**src/rtl/fifo_pkg.sv**
```systemverilog
// ---- fifo_pkg: shared defaults, FWFT mode encoding and width helper ----
// Rev 1.0
`default_nettype none

package fifo_pkg;

    localparam int DEF_DATA_WIDTH = 8;
    localparam int DEF_ADDR_WIDTH = 4;

    typedef enum logic {
        FIFO_STD  = 1'b0,
        FIFO_FWFT = 1'b1
    } fifo_mode_e;

    // The count has to represent DEPTH itself, so it needs one bit more than an address.
    function automatic int count_width(input int addr_width);
        return addr_width + 1;
    endfunction

endpackage

`default_nettype wire

```
**src/rtl/fifo_mem.sv**
```systemverilog
// ---- fifo_mem: DEPTH x DATA_WIDTH register array, sync write / async read ----
// Rev 1.0
`default_nettype none

module fifo_mem #(
    parameter int DATA_WIDTH = 8,
    parameter int ADDR_WIDTH = 4
) (
    input  logic                  clk,
    input  logic                  we,
    input  logic [ADDR_WIDTH-1:0] waddr,
    input  logic [DATA_WIDTH-1:0] wdata,
    input  logic [ADDR_WIDTH-1:0] raddr,
    output logic [DATA_WIDTH-1:0] rdata
);

    localparam int DEPTH = 2 ** ADDR_WIDTH;

    logic [DATA_WIDTH-1:0] mem [DEPTH];

    // No reset: storage contents survive reset and flush.
    always_ff @(posedge clk) begin
        if (we) begin
            mem[waddr] <= wdata;
        end
    end

    assign rdata = mem[raddr];

endmodule

`default_nettype wire

```
**src/rtl/fifo_flex.sv**
```systemverilog
// ---- fifo_flex: signed-sample FIFO with count, programmable flags, FWFT, sticky errors ----
// Rev 1.0
`default_nettype none

module fifo_flex
    import fifo_pkg::*;
#(
    parameter int DATA_WIDTH    = DEF_DATA_WIDTH,
    parameter int ADDR_WIDTH    = DEF_ADDR_WIDTH,
    parameter int AFULL_THRESH  = (2 ** ADDR_WIDTH) - 1,
    parameter int AEMPTY_THRESH = 1,
    parameter int FWFT          = 0
) (
    input  logic                         clk,
    input  logic                         reset_n,
    input  logic                         rd,
    input  logic                         wr,
    input  logic signed [DATA_WIDTH-1:0] w_data,
    input  logic                         flush,
    input  logic                         clr_err,
    output logic signed [DATA_WIDTH-1:0] r_data,
    output logic                         empty,
    output logic                         full,
    output logic                         almost_empty,
    output logic                         almost_full,
    output logic        [ADDR_WIDTH:0]   count,
    output logic                         overflow,
    output logic                         underflow
);

    localparam int         DEPTH = 2 ** ADDR_WIDTH;
    localparam int         CW    = count_width(ADDR_WIDTH);
    localparam fifo_mode_e MODE  = (FWFT != 0) ? FIFO_FWFT : FIFO_STD;

    localparam logic [CW-1:0] CNT_DEPTH  = CW'(DEPTH);
    localparam logic [CW-1:0] CNT_AFULL  = CW'(AFULL_THRESH);
    localparam logic [CW-1:0] CNT_AEMPTY = CW'(AEMPTY_THRESH);

    if (!((AEMPTY_THRESH >= 0) && (AEMPTY_THRESH < AFULL_THRESH) && (AFULL_THRESH <= DEPTH)))
    begin : g_param_check
        $error("fifo_flex: need 0 <= AEMPTY_THRESH < AFULL_THRESH <= DEPTH");
    end

    logic [ADDR_WIDTH-1:0] w_addr;
    logic [ADDR_WIDTH-1:0] r_addr;
    logic [DATA_WIDTH-1:0] mem_rdata;
    logic                  rd_ok;
    logic                  wr_ok;
    logic [CW-1:0]         count_next;

    assign rd_ok = rd & ~empty;
    assign wr_ok = wr & (~full | rd_ok);

    always_comb begin
        count_next = count;
        case ({wr_ok, rd_ok})
            2'b10:   count_next = count + CW'(1);
            2'b01:   count_next = count - CW'(1);
            default: count_next = count;
        endcase
    end

    fifo_mem #(
        .DATA_WIDTH (DATA_WIDTH),
        .ADDR_WIDTH (ADDR_WIDTH)
    ) u_mem (
        .clk   (clk),
        .we    (wr_ok & ~flush),
        .waddr (w_addr),
        .wdata (w_data),
        .raddr (r_addr),
        .rdata (mem_rdata)
    );

    always_ff @(posedge clk or negedge reset_n) begin
        if (!reset_n) begin
            w_addr <= '0;
            r_addr <= '0;
            count  <= '0;
        end else if (flush) begin
            w_addr <= '0;
            r_addr <= '0;
            count  <= '0;
        end else begin
            if (wr_ok) w_addr <= w_addr + ADDR_WIDTH'(1);
            if (rd_ok) r_addr <= r_addr + ADDR_WIDTH'(1);
            count <= count_next;
        end
    end

    // A new error in the same cycle as clr_err stays set; flush cycles never flag.
    always_ff @(posedge clk or negedge reset_n) begin
        if (!reset_n) begin
            overflow  <= 1'b0;
            underflow <= 1'b0;
        end else begin
            if (!flush && wr && !wr_ok)  overflow <= 1'b1;
            else if (clr_err)            overflow <= 1'b0;
            if (!flush && rd && empty)   underflow <= 1'b1;
            else if (clr_err)            underflow <= 1'b0;
        end
    end

    if (MODE == FIFO_FWFT) begin : g_fwft
        assign r_data = mem_rdata;
    end else begin : g_std
        always_ff @(posedge clk or negedge reset_n) begin
            if (!reset_n) begin
                r_data <= '0;
            end else if (rd_ok && !flush) begin
                r_data <= mem_rdata;
            end
        end
    end

    assign empty        = (count == '0);
    assign full         = (count == CNT_DEPTH);
    assign almost_empty = (count <= CNT_AEMPTY);
    assign almost_full  = (count >= CNT_AFULL);

endmodule

`default_nettype wire
```
**config.mk**
```make
export PLATFORM = sky130hd
export DESIGN_NAME = fifo_flex
export DESIGN_NICKNAME = d
export VERILOG_FILES = /design/src/rtl/fifo_pkg.sv /design/src/rtl/fifo_mem.sv /design/src/rtl/fifo_flex.sv
export SDC_FILE = /design/constraint.sdc
export NUM_CORES = 1
export LEC_CHECK = 0
export BUFFER_PORTS_ARGS = -buffer_cell sky130_fd_sc_hd__buf_2
export CAP_MARGIN = 10
export CORE_MARGIN = 4
export CORE_UTILIZATION = 57
export CTS_BUF_LIST = sky130_fd_sc_hd__clkbuf_4 sky130_fd_sc_hd__clkbuf_8
export DETAILED_ROUTE_END_ITERATION = 8
export PLACE_DENSITY_LB_ADDON = 0.12
export SKIP_LAST_GASP = 1
export SYNTH_ARGS = -nofsm -noshare
export SYNTH_HDL_FRONTEND = slang
export SYNTH_SLANG_ARGS = --single-unit
```
**constraint.sdc**
```tcl
create_clock -name clk -period 2.2 [get_ports clk]
set_input_delay 0.11 -clock clk [delete_from_list [all_inputs] [get_ports clk]]
set_output_delay 0.11 -clock clk [all_outputs]
set_load 0.02 [all_outputs]
```
# After elaboration in Yosys (flattened, before gate mapping)
# Memories as Yosys holds them, arrays and structs flattened. A register that Yosys moved wholly into a read port is not among the register bits.
# Index checks and enable logic that the tools add are counted.
# word_totals
regBits	15
latch_bits	0
ram_bits	128
mem_bits_ro	0
in_bits	14
word_cells	47
memories	1
# mem_list
name	depth	width	rd	rd_clocked_by_memory_dff	write_ports	line_no	source
u_mem.mem	16	8	1	1	1	fifo_mem.sv:19	logic [DATA_WIDTH-1:0] mem [DEPTH];
# op_classes
add_sub_neg	4
multipliers	0
div_mod_pow	0
n_lt_le_gt_ge	2
n_eq_ne	3
shifts	0
mux	11
n_bitwise	7
n_reduce_logical	14
# op_table
operator	count
2-to-1 mux 4 bit	4
case mux 5 bit (2 select lines)	1
adder 4 x 1 -> 4 bit (second input constant)	2
nonzero test 2 bit	4
adder 5 x 1 -> 5 bit (second input constant)	1
equality test 5 bit (second input constant)	1
>= comparator 5 x 4 -> 1 bit (second input constant)	1
less-or-equal comparator 5 x 1 -> 1 bit (second input constant)	1
logical AND 1 bit	5
zero test 5 bit	1
2-to-1 mux 1 bit	5
2-to-1 mux 5 bit	1
subtractor 5 x 1 -> 5 bit (second input constant)	1
bitwise AND 1 bit	3
zero test 1 bit	3
NOT 1 bit	3
nonzero test 3 bit	1
equality test 2 x 1 -> 1 bit (second input constant)	1
equality test 2 bit (second input constant)	1
bitwise OR 1 bit	1

# Longest topological paths before layout
# depth
ltp_word	8
depth_mapped	8
ltp_nobuf	7

# Modules after synthesis
# From an unflattened synthesis, not the netlist that was laid out.
# unflattened
cells_unflattened	340
area_unflattened_um2	6252.2
# by_module_without_submodules
module	n_inst	cells_per_inst	area_per_inst_um2
fifo_mem	1	221	4987.3
fifo_flex	1	119	1265.0

# Worst setup path before layout
# OpenSTA, ideal clock, no wires.
# synth_timing
kind	flip-flop to flip-flop
startpoint	register count[0]
endpoint	memory u_mem.mem[0][0] (enable)
setup_time_ns	0.370
arrival_time_ns	2.070
path_slack_ns	-0.240
stages_incl_launch_ff	7
synth_period_minus_slack_ns	2.440
cell_sequence	dfrtp_1 -> inv_1 -> ha_1 -> nor3b_1 -> a31oi_1 -> nand2_1 -> nor2_1
# synth_via
elab_chain_len	8
# synth_lines
element	line_no	source
start: declaration	fifo_flex.sv:26	output logic [ADDR_WIDTH:0] count,
start signal: assignment	fifo_flex.sv:87	count <= count_next;
zero test 5 bit	fifo_flex.sv:116	assign empty = (count == '0);
NOT 1 bit	fifo_flex.sv:51	assign rd_ok = rd & ~empty;
bitwise AND 1 bit	fifo_flex.sv:51	
bitwise OR 1 bit *	fifo_flex.sv:52	assign wr_ok = wr & (~full | rd_ok);
bitwise AND 1 bit *	fifo_flex.sv:52	
bitwise AND 1 bit *	fifo_flex.sv:68	.we (wr_ok & ~flush),
2-to-1 mux 1 bit *	fifo_mem.sv:23	if (we) begin
2-to-1 mux 1 bit (implied by the code) *	fifo_mem.sv:24	mem[waddr] <= wdata;
end: declaration	fifo_mem.sv:19	
# Mark *: on every way between the ends. The rest lies on a longest branch, timed or not.

# Worst setup path after layout
# layout_timing
startpoint	register count[1]
endpoint	register count[2]
# layout_via
elab_chain_len	8
# layout_lines
element	line_no	source
zero test 5 bit	fifo_flex.sv:116	
NOT 1 bit	fifo_flex.sv:51	
bitwise AND 1 bit	fifo_flex.sv:51	
bitwise OR 1 bit	fifo_flex.sv:52	
bitwise AND 1 bit	fifo_flex.sv:52	
equality test 2 x 1 -> 1 bit / equality test 2 bit (equally long branches)	fifo_flex.sv:56	case ({wr_ok, rd_ok})
case mux 5 bit (2 select lines)	fifo_flex.sv:56	
2-to-1 mux 5 bit	fifo_flex.sv:80	end else if (flush) begin
# Parallel ways exist; a longest one is shown, timed or not.
# A chain may end at the register's enable or synchronous reset.

==> flow_metrics.py <==
metrics = {
    "drt": {
        "drc": 0,
        "vias": 3493,
        "viasPerCell": 5.89,
        "wire_per_inst_um": 21.5,
        "dr.first_iter.drc_count": 270,
        "totalWireLength_um": 12800,
        "dr.pass1.iters": 4,
        "ant_nets": 0,
    },
    "cells_and_area": {
        "design_area_sq_um": 7180,
        "final_cells": 593,
        "antenna_cells": 0,
        "layout.nets": 468,
        "syn2layout_area_growth_pct": 15.7,
        "final_util_pct": 68.6,
        "fillers": 748,
        "drive_above_1_share_pct": 28.9,
    },
    "logic_synthesis": {
        "synth_top_family_by_area": "multiplexers",
        "ys_seq_area_share_pct": 71.2,
        "synthArstFlopShare_pct": 15.2,
        "muxShareOfSynthArea_pct": 11.7,
        "synth.avg_cell_area_sq_um": 16.4,
        "synth-main-ff-cell": "edfxtp_1",
        "synth_compound_area_share_pct": 4.56,
        "synth_edf_count": 128,
        "yosysTopAreaCell": "edfxtp_1",
        "yosys_warnings": 0,
        "synth_nets": 403,
        "syn-cell-area_sq_um": 6200,
        "syn_inst": 379,
        "synthTopCellsByArea": "edfxtp_1 (62%), dfrtp_1 (9.3%), mux4_2 (5.8%)",
        "synth_xor_area_share_pct": 0.706,
        "ys_seq_elements": 151,
        "yosys.area_share.adder_pct": 2.02,
        "ys_types": 40,
        "synthSimpleGateAreaFrac_pct": 7.74,
        "yosysTopAreaCellShare_pct": 61.9,
    },
    "die": {
        "die_h_um": 112,
        "start_util_pct": 59.3,
        "die_w_um": 112,
        "pin_count": 33,
        "design.die.area_sq_um": 12600,
        "rows": 37,
        "core_area_sq_um": 10500,
    },
    "setup_path": {
        "crit_slowest_cell": "or4b_4",
        "endpoint": "count[2]",
        "crit_path_max_fanout": 8,
        "path_cells": "inv_1, ha_1, or4b_4, clkinv_4, nor3_4, a22oi_1, mux2_2",
        "worst_setup_path_end_kind": "register",
        "arrival_ns": 2.37,
        "crit_start": "count[1]",
        "worstRegToRegCells": 7,
        "worst-path-buf-inv": 2,
        "critPathLaunchType": "register",
        "r2r_end": "count[2]",
        "cpPeakStageDelay_ns": 0.53,
        "cp.depth": 7,
        "rr_startpoint": "count[1]",
        "timing.reg2reg.setup_slack_ns": 0.16,
        "criticalPathCategory": "reg -> reg",
        "critPathRequiredTime_ns": 2.53,
        "cpLargestDelayFamily": "simple AND/OR/NAND/NOR gates",
    },
    "timing": {
        "period_share_pct": 92.9,
        "slew_viol_final": 0,
        "worst_pin_slew_ns": 0.722,
        "min_period_ns": 2.04,
        "final.setup_skew_ns": 0.0164,
        "rsz0062_at_grt": "false",
        "finalSetupViolations": 0,
        "finalHoldViolCount": 0,
        "slew_headroom_pct": 51.7,
        "fmax_mhz": 489,
    },
    "placement": {
        "place.gp.congestion": 0.815,
        "portBuffers": 32,
        "placed_area_sq_um": 6690,
        "hpwl_um": 8550,
        "dp.cells": 557,
    },
    "power": {
        "powerDensity_nw_per_um2": 946,
        "clkPwrFrac_pct": 32.4,
        "switching_share_pct": 26.8,
        "internal_power_mw": 4.98,
        "p_seq_share_pct": 49.2,
        "combPwrFrac_pct": 18.4,
        "p_sw_mw": 1.82,
        "cellLeakagePower_nw": 2.51,
        "ir_drop_mv": 0.578,
    },
    "grt": {
        "antenna_found_initial": 0,
        "track_usage_pct": 21.8,
        "grt_pass1_vias": 3641,
        "grt-ovfl-total": 0,
        "grt_pass1_wl_um": 20400,
        "grt_max_degree": 24,
    },
    "clock_tree": {
        "cts_tree": "built",
        "cts-htree-levels": 4,
        "clk_path_buf_depth": 2,
        "clk_pin_slew_ns": 0.08,
        "clock_latency_ns": 0.44,
        "cts_buffers": 17,
        "cts_root_buf": "clkbuf_8",
        "cts.sinks": 151,
    },
    "outcome": {
        "outcome": "completed",
    },
    "min_path": {
        "hp-class": "in -> reg",
    },
    "run": {
        "cap_violations": 0,
    },
}
[worst min-delay path: stages]
cell and delay [ns]:
buf_2 0.13, inv_1 0.10, o32ai_1 0.10
[placed cells by master (no fill, tap or decap), drive strengths merged, types with 4 or more instances in the layout]
cell type | Yosys | layout
buf | 10 | 59
nand2 | 17 | 17
a22oi | 26 | 26
clkinv | 1 | 5
edfxtp | 128 | 128
mux4 | 16 | 16
nor2b | 6 | 6
nor2 | 29 | 29
nand3 | 19 | 19
dlygate4sd3 | 0 | 4
dfrtp | 23 | 23
mux2i | 33 | 33
inv | 10 | 10
nor3 | 8 | 8
clkbuf | 7 | 24
ha | 10 | 10
[timing repair]
item | in CTS | in global routing
buffers inserted | 0 | 0
hold buffers | 4 | 0
setup endpoints to repair | 6 | 10
endpoints found under the hold margin | 30 | 0
gates resized for setup | 2 | 2
[power groups by stage]
stage / registers, mW / logic [mW] / clock network (mW)
floorplan: 3.50 / 0.706 / 0
global placement: 3.39 / 1.21 / 0
detailed placement: 3.40 / 1.24 / 0
CTS: 3.34 / 1.26 / 2.23
global route: 3.36 / 1.37 / 2.38
finish: 3.34 / 1.25 / 2.20
[synth_stat cells, types with 2 or more instances]
| cell | count |
|---|---|
| o211a_1 | 2 |
| mux2i_1 | 33 |
| ha_1 | 10 |
| edfxtp_1 | 128 |
| a21oi_1 | 2 |
| nand4_1 | 2 |
| mux4_2 | 16 |
| xor2_1 | 3 |
| dfrtp_1 | 23 |
| inv_1 | 10 |
| nor2_1 | 29 |
| a22oi_1 | 26 |
| a31oi_1 | 2 |
| and3_1 | 3 |
| nor2b_1 | 6 |
| buf_2 | 3 |
| buf_6 | 2 |
| nand2b_1 | 3 |
| or3_1 | 2 |
| nor3_1 | 7 |
| buf_1 | 5 |
| nand3_1 | 19 |
| mux2_2 | 3 |
| nand2_1 | 17 |
| xnor2_1 | 2 |
| clkbuf_1 | 7 |
[worst min path at each step]
| stage | from | end | slack (ns) | cells after the start |
|---|---|---|---|---|
| after CTS | wr | overflow | 0.02 | 3 |
| after floorplan | reset_n | count[0] | -0.19 | 0 |
| after global routing | w_data[4] | u_mem.mem[10][4] | 0.04 | 1 |
| after global placement | reset_n | count[4] | 0.12 | 1 |
| after detailed placement | reset_n | count[4] | 0.13 | 1 |
| final | wr | overflow | 0.04 | 3 |
[metal layers]
| metal | wire, um | GRT usage [%] | vias to the layer above |
|---|---|---|---|
| li1 | - | - | 1601 |
| met2 | 6060 | 32.7 | 105 |
| met1 | 5780 | 31.6 | 1770 |
| met3 | 719 | 6.20 | 17 |
| met5 | 0 | 0 | - |
| met4 | 193 | 6.49 | 0 |
[cells by family (layout without fill, tap and decap cells)]
group	after synthesis	count (layout)
compound gates	38	38
xor+xnor	5	5
fa+ha+maj	10	10
buf+inv	28	106
flops	151	151
mux	52	52
simple gates	95	95
[layout make-up]
| class | instances | area (sq um) | share of cell area (%) |
|---|---|---|---|
| sequential | 151 | 4420 | 61.6 |
| timing repair buffer | 63 | 403 | 5.61 |
| inverter | 11 | 46.3 | 0.645 |
| multi-input combinational | 200 | 1710 | 23.9 |
| clock inverter | 8 | 121 | 1.69 |
| clock buffer | 24 | 305 | 4.25 |
| tap | 136 | 170 | 2.37 |
[through the flow]
step / setup TNS, ns / total power [mW] / hold WS (ns) / worst slack, ns
6_report: 0 / 6.80 / 0.0394 / 0.156
5_1_grt: 0 / 7.10 / 0.0416 / 0.00556
4_1_cts: 0 / 6.83 / 0.0250 / 0.130
3_5_place_dp: -0.281 / 4.64 / 0.133 / -0.102
3_3_place_gp: -0.0133 / 4.60 / 0.120 / -0.0133
2_1_floorplan: 0 / 4.21 / -0.186 / 0.00336
[registers in the layout (all words and copies together) (netlist names)]
signal and count:
u_mem.mem 128, overflow 1, w_addr 4, r_data 8, underflow 1, count 5
r_addr 4
No activity file was read; power rests on OpenSTA's default activity.
